`src/rtl/dram_arbiter_pkg.sv`:
```
// rtl/dram_arbiter_pkg.sv - shared memory bus types, arbiter enums and defaults
package dram_arbiter_pkg;

  localparam int ARB_TIMEOUT_DEFAULT = 1024;
  localparam int ARB_CNT_W_DEFAULT   = 10;

  typedef struct packed {
    logic        mem_valid;
    logic        mem_instr;
    logic [1:0]  mem_mode;
    logic [3:0]  mem_wstrb;
    logic [31:0] mem_addr;
    logic [31:0] mem_wdata;
  } mem_in_type;

  typedef struct packed {
    logic        mem_ready;
    logic        mem_error;
    logic [31:0] mem_rdata;
  } mem_out_type;

  typedef enum logic [1:0] {IDLE, ISSUE, WAIT} arb_state_t;
  typedef enum logic {IMEM, DMEM} arb_req_t;

  function automatic arb_req_t other_req(input arb_req_t r);
    return (r == IMEM) ? DMEM : IMEM;
  endfunction

endpackage

```
`src/rtl/dram_arbiter_slot.sv`:
```
// rtl/dram_arbiter_slot.sv - one pending-request holding slot per requester
module dram_arbiter_slot
  import dram_arbiter_pkg::*;
(
  input  logic       clock,
  input  logic       reset,
  input  mem_in_type req_in,
  input  logic       clr,
  output logic       pend,
  output mem_in_type req
);

  // capture when free or freed this cycle (a new request beats the clear); else honour clear
  always_ff @(posedge clock or negedge reset) begin
    if (!reset) begin
      pend <= 1'b0;
      req  <= '0;
    end else if (req_in.mem_valid && (!pend || clr)) begin
      pend <= 1'b1;
      req  <= req_in;
    end else if (clr) begin
      pend <= 1'b0;
    end
  end

endmodule

```
`src/rtl/dram_arbiter.sv`:
```
// rtl/dram_arbiter.sv - round-robin sharing of the DRAM port between fetch and data
module dram_arbiter
  import dram_arbiter_pkg::*;
#(
  parameter int TIMEOUT = ARB_TIMEOUT_DEFAULT,
  parameter int CNT_W   = ARB_CNT_W_DEFAULT
) (
  input  logic        clock,
  input  logic        reset,
  input  mem_in_type  imem_in,
  output mem_out_type imem_out,
  input  mem_in_type  dmem_in,
  output mem_out_type dmem_out,
  output mem_in_type  dram_in,
  input  mem_out_type dram_out
);

  localparam logic [CNT_W-1:0] CNT_LAST = CNT_W'(TIMEOUT - 1);
  localparam bit               TMO_EN   = (TIMEOUT != 0);

  arb_state_t       state, state_next;
  arb_req_t         grant, last_grant, pick;
  logic [CNT_W-1:0] cnt;
  logic             pend_i, pend_d, clr_i, clr_d, load, done;
  mem_in_type       slot_i, slot_d;
  mem_out_type      rsp;

  dram_arbiter_slot u_slot_i (
    .clock  (clock),
    .reset  (reset),
    .req_in (imem_in),
    .clr    (clr_i),
    .pend   (pend_i),
    .req    (slot_i)
  );

  dram_arbiter_slot u_slot_d (
    .clock  (clock),
    .reset  (reset),
    .req_in (dmem_in),
    .clr    (clr_d),
    .pend   (pend_d),
    .req    (slot_d)
  );

  assign clr_i = done && (grant == IMEM);
  assign clr_d = done && (grant == DMEM);

  // round-robin pick: on a tie the requester not served last goes next
  always_comb begin
    if (pend_i && pend_d) pick = other_req(last_grant);
    else if (pend_i)      pick = IMEM;
    else                  pick = DMEM;
  end

  // FSM state register
  always_ff @(posedge clock or negedge reset) begin
    if (!reset) state <= IDLE;
    else        state <= state_next;
  end

  // FSM next state plus the response word handed to the granted requester
  always_comb begin
    state_next = state;
    load       = 1'b0;
    done       = 1'b0;
    rsp        = '0;
    case (state)
      IDLE: begin
        if (pend_i || pend_d) begin
          load       = 1'b1;
          state_next = ISSUE;
        end
      end
      ISSUE: state_next = WAIT;
      WAIT: begin
        if (dram_out.mem_ready) begin
          done           = 1'b1;
          rsp.mem_ready  = 1'b1;
          rsp.mem_error  = dram_out.mem_error;
          rsp.mem_rdata  = dram_out.mem_rdata;
          state_next     = IDLE;
        end else if (TMO_EN && (cnt == CNT_LAST)) begin
          done           = 1'b1;
          rsp.mem_ready  = 1'b1;
          rsp.mem_error  = 1'b1;
          state_next     = IDLE;
        end
      end
      default: state_next = IDLE;
    endcase
  end

  // downstream request register, grant bookkeeping, timeout counter and response outputs
  always_ff @(posedge clock or negedge reset) begin
    if (!reset) begin
      grant      <= IMEM;
      last_grant <= DMEM;
      cnt        <= '0;
      dram_in    <= '0;
      imem_out   <= '0;
      dmem_out   <= '0;
    end else begin
      imem_out <= (grant == IMEM) ? rsp : '0;
      dmem_out <= (grant == DMEM) ? rsp : '0;
      if (load) begin
        grant             <= pick;
        dram_in           <= (pick == IMEM) ? slot_i : slot_d;
        dram_in.mem_valid <= 1'b1;
        dram_in.mem_instr <= (pick == IMEM);
      end
      if (state == ISSUE) begin
        dram_in.mem_valid <= 1'b0;
        cnt               <= '0;
      end else if (state == WAIT) begin
        if (done) last_grant <= grant;
        else      cnt        <= cnt + CNT_W'(1);
      end
    end
  end

endmodule

```
`config.mk`:
```
export PLATFORM = sky130hd
export DESIGN_NAME = dram_arbiter
export DESIGN_NICKNAME = d
export VERILOG_FILES = /design/src/rtl/dram_arbiter_pkg.sv /design/src/rtl/dram_arbiter_slot.sv /design/src/rtl/dram_arbiter.sv
export SDC_FILE = /design/constraint.sdc
export NUM_CORES = 1
export LEC_CHECK = 0
export CAP_MARGIN = 15
export CORE_ASPECT_RATIO = 0.5
export CORE_MARGIN = 5
export CORE_UTILIZATION = 43
export DETAILED_ROUTE_END_ITERATION = 7
export HOLD_SLACK_MARGIN = 0.12
export PLACE_DENSITY = 0.76
export SLEW_MARGIN = 10
export SYNTH_ARGS = -nofsm -noshare
export SYNTH_HDL_FRONTEND = slang
export SYNTH_HIERARCHICAL = 1
export SYNTH_SLANG_ARGS = --single-unit
```
`constraint.sdc`:
```
create_clock -name clock -period 2.3 [get_ports clock]
set_clock_uncertainty 0.2 [all_clocks]
set_input_delay 0.23 -clock clock [delete_from_list [all_inputs] [get_ports clock]]
set_output_delay 0.23 -clock clock [all_outputs]
set_load 0.02 [all_outputs]
```
Word level (Yosys, flattened, before mapping)
Index checks and enable logic that the tools add are counted.
{ "totals": {"regBits": 296, "input_bits": 180, "output_inout_bits": 140, "wordCells": 82} }
{ "op_classes": {"add_sub_neg": 1, "n_eq_ne": 6, "mux": 28, "n_bitwise": 3, "reduce_logical": 18} }
{ "ops": {"columns": ["op", "n"], "rows": [
  ["$mux 34", 3],
  ["$mux 72", 1],
  ["$mux 70", 1],
  ["$mux 32", 1],
  ["$mux 10", 3],
  ["$mux 1", 13],
  ["$add 10x1->10 const B", 1],
  ["$eq 10x10->1 const B", 1],
  ["$mux 2", 5],
  ["$reduce_bool 2->1", 4],
  ["$pmux 2 s3", 1],
  ["$logic_and 1x1->1", 5],
  ["$reduce_and 2->1", 2],
  ["$logic_or 1x1->1", 3],
  ["$ne 3x3->1 const B", 1],
  ["$not 1->1", 3],
  ["$reduce_and 3->1", 1],
  ["$eq 2x1->1 const B", 1],
  ["$eq 2x2->1 const B", 1],
  ["$logic_not 1->1", 2],
  ["$logic_not 2->1", 1],
  ["$ne 2x1->1 const B", 1],
  ["$ne 2x2->1 const B", 1]
]} }

Depth between registers and ports, before layout
{ "logic_depth": {"ltp_word": 8, "mapped_depth": 10, "mapped_depth_nobuf": 8} }

Cells and area by module
Netlist, hierarchy kept.
{ "by_module_without_submodules": {"columns": ["module", "n_inst", "cells_per_inst", "area_per_inst_um2", "seq_area_each_um2"], "rows": [
  ["dram_arbiter", 1, 477, 5921.9, 3854.9],
  ["dram_arbiter_slot", 2, 155, 2783.9, 1826.8]
]} }

Worst setup path before layout
Ideal clock, no wire load.
{ "synth_path": {"path_kind": "reg2reg", "from": "reg state[0]", "to": "reg u_slot_d/req[0] (netlist bit)", "arrival_ns": 2.091, "slack_ns": -0.117, "stages_incl_launch_ff": 11, "n_path_buf": 2, "period_less_slack_ns": 2.417, "path_cell_list": "dfrtp_1 > inv_1 > ha_1 > buf_2 > nand3_1 > o31ai_4 > and2_1 > nand2b_4 > nand2_4 > clkbuf_8 > mux2_4"} }
{ "synth_via": {"elab_chain_len": 5} }
{ "synth_lines": {"columns": ["item", "line", "rtl"], "rows": [
  ["start, declared", "dram_arbiter.sv:21", "arb_state_t state, state_next;"],
  ["start signal, assigned", "dram_arbiter.sv:59", "else state <= state_next;"],
  ["$eq 2x2->1", "dram_arbiter.sv:68", "case (state)"],
  ["$mux 1", "dram_arbiter.sv:68", null],
  ["$logic_and 1x1->1", "dram_arbiter.sv:47", "assign clr_d = done && (grant == DMEM);"],
  ["via clr_d", "dram_arbiter.sv:24", "logic pend_i, pend_d, clr_i, clr_d, load, done;"],
  ["$logic_or 1x1->1", "dram_arbiter_slot.sv:18", "end else if (req_in.mem_valid && (!pend || clr)) begin"],
  ["$logic_and 1x1->1", "dram_arbiter_slot.sv:18", null],
  ["end signal, assigned", "dram_arbiter_slot.sv:20", "req <= req_in;"],
  ["end, declared", "dram_arbiter_slot.sv:10", "output mem_in_type req"]
]} }
The timed path passes the listed nets, and every way through them passes these cells.
A chain may end at the register's enable or synchronous reset.

Final worst setup path
{ "layout_path": {"from": "reg state[1]", "to": "reg u_slot_i/req[25] (netlist bit)"} }
{ "layout_via": {"elab_chain_len": 5} }
{ "layout_lines": {"columns": ["item", "line", "rtl"], "rows": [
  ["$eq 2x2->1", "dram_arbiter.sv:68", null],
  ["$mux 1", "dram_arbiter.sv:68", null],
  ["$logic_and 1x1->1", "dram_arbiter.sv:46", "assign clr_i = done && (grant == IMEM);"],
  ["via clr_i", "dram_arbiter.sv:24", null],
  ["$logic_or 1x1->1", "dram_arbiter_slot.sv:18", null],
  ["$logic_and 1x1->1", "dram_arbiter_slot.sv:18", null],
  ["end signal, assigned", "dram_arbiter_slot.sv:20", null],
  ["end, declared", "dram_arbiter_slot.sv:10", null]
]} }
The timed path passes the listed nets, and every way through them passes these cells.

==> results.yml <==
timing:
  setup_viol: 0
  max_slew.worst_pin.slew_ps: 580
  timing.fmax_mhz: 446
  hold_viol_final: 0
  min_period_over_period_pct: 97.4
  slew-limit-headroom_pct: 61.3
  final.setup.tns_ps: 0
  period_minus_slack_ps: 2240
  slew_violations: 0
  holdWs_ps: 148
drt:
  via_per_inst: 5.19
  first_pass_iters: 7
  route.detailed.drc: 0
  wl_per_cell_um: 20.5
  vias: 8647
  wirelength_um: 34200
  drt_iter0_drc: 678
  ant_nets: 0
worst_setup_path:
  timing.rr.start: "state[1]"
  path_cells: "ha_4, nand2_1, o31a_1, nor2_2, nand2b_4, nand2_4, buf_12, mux2_2"
  end_kind: "flip-flop"
  critPathMaxStageDelay_ps: 430
  cp.arrival_ps: 2460
  crit_fanout: 24
  rr_endpoint: "u_slot_i/req[25]"
  crit_path_start_kind: "flip-flop"
  r2r_setup_slack_ps: 60
  worstSetupPathType: "reg -> reg"
  reg2reg_depth: 8
  cp_data_required_time_ps: 2520
  crit_slowest_cell: "dfrtp_1"
cts:
  tritoncts: "done"
  insertion_delay_ps: 540
  cts_sinks: 296
  cts_htree_levels: 1
  cts_buffer_depth: 3
  cts_root_buf: "clkbuf_16"
  clkTransAtPathRegs_ps: 70
  cts_buffers: 27
final_layout:
  final_cell_area_um2: 17900
  num-nets-final: 1474
  layout_commonest_cell: "clkdlybuf4s50_1"
  final_layout_size_suffix_gt1_share_pct: 19.1
  fillers: 1760
  register_area_um2: 7410
  final_cell_mix: "clkdlybuf4s50_1 (316), dfrtp_1 (295), dlygate4sd3_1 (167)"
  post-route-util_pct: 68.1
  multiInputGateArea_um2: 3420
  area_delta_synth_final_pct: 57.3
logic_synthesis:
  syn_area_per_cell_um2: 14.6
  syn_area_um2: 11400
  syn_inst: 779
  yosys_warnings: 6
  postSynthNetCount: 963
floorplan:
  die_area_um2: 30000
  die_w_um: 240
  start_util_pct: 43.3
  io_pins: 320
  fp-row-count: 42
  core_um2: 26200
  dieHeight_um: 125
place:
  gp_congestion: 0.784
  port_buffers: 317
  hpwl_um: 21300
  dpl_cell_area_um2: 15200
hold_path:
  min_from: "imem_in[46]"
  whs_endpoint: "u_slot_i/req[46]"
  worst_hold_path.num_cells: 2
  worstHoldPathType: "in -> reg"
power_and_ir_drop:
  p_total_mw: 21.4
  p_int_mw: 14.2
  ir_drop_mv: 0.718
  pwr-share-comb_pct: 38.2
  switchingPower_mw: 7.26
  swShare_pct: 33.9
  power.share.clock_pct: 22.4
  power_density_nw_per_um2: 1200
  pwr-share-seq_pct: 39.4
  p_leak_nw: 8.21
global_routing:
  antenna_found_initial: 5
  grt_overflow: 0
  grt_use_total_pct: 22.4
  grt_max_degree: 72
  grt_pass1_wl_um: 53900
  grt_pass1_vias: 9713
run_status:
  outcome: "finished, final reports clean"
run:
  maxCapViolCount: 0
-- routing by layer --
metal,part of all wire [%],GRT usage (%),up-vias
li1,-,-,3798
met1,37,25.8,4430
met2,53,40.7,298
met3,4.6,3.81,121
met4,5.2,10.2,0
met5,0,0,-
-- power by group through the flow --
stage / combinational (mW) / sequential [mW] / clock [mW]
2_1_floorplan: 3.81 / 8.95 / 0
6_report: 8.19 / 8.44 / 4.80
3_3_place_gp: 7.51 / 8.26 / 0
5_1_grt: 8.76 / 8.63 / 5.13
4_1_cts: 8.07 / 8.33 / 4.87
3_5_place_dp: 7.79 / 8.41 / 0
-- critical path: cells and delay by family, from the launching register on --
family | cells | cell delay, ps
simple gates | 4 | 490
flops | 1 | 430
mux | 1 | 370
compound gates | 1 | 220
buf+inv | 1 | 210
fa+ha+maj | 1 | 200
-- what timing repair did --
item | 4_1_cts | 5_1_grt
hold buffers | 165 | 2
endpoints found under the setup margin | 0 | 131
setup buffers | 0 | 6
endpoints found under the hold margin | 491 | 2
gates resized for setup | 0 | 1
-- how the worst max path moves through the flow --
stage | from | end | slack (ps) | cells after the start
floorplan | state[0] | u_slot_d/req[0] | -40 | 10
finish | state[1] | u_slot_i/req[25] | 60 | 8
global route | state[0] | u_slot_d/req[39] | -3 | 9
CTS | state[0] | u_slot_d/req[65] | 30 | 9
detailed placement | dram_out[33] | u_slot_i/req[19] | 40 | 8
global placement | dram_out[33] | u_slot_i/req[22] | 70 | 8
-- registers in the layout (all words and copies together), names as in the netlist --
register / flops
dram_in: 72
u_slot_d/req: 70
u_slot_i/req: 70
dmem_out: 34
imem_out: 34
cnt: 10
state: 2
grant: 1
last_grant: 1
u_slot_d/pend: 1
u_slot_i/pend: 1
-- cell type report --
class / instances / area share, %
diodes: 5 / 0.0701
clock inverters: 15 / 1.08
multi-input cells: 363 / 19.2
well taps: 352 / 2.47
inverters: 76 / 1.60
clock buffers: 34 / 4.15
flip-flops and latches: 296 / 41.5
repair buffers: 526 / 30.0
-- metrics by stage --
step                      worst slack [ps]  cells
after floorplan                      -44.1    779
after global placement                71.1   1440
after detailed placement              36.6   1440
after CTS                             33.6   1654
after global routing                 -3.49   1667
final                                 58.7   1667
(Power assumes the default switching activity.)
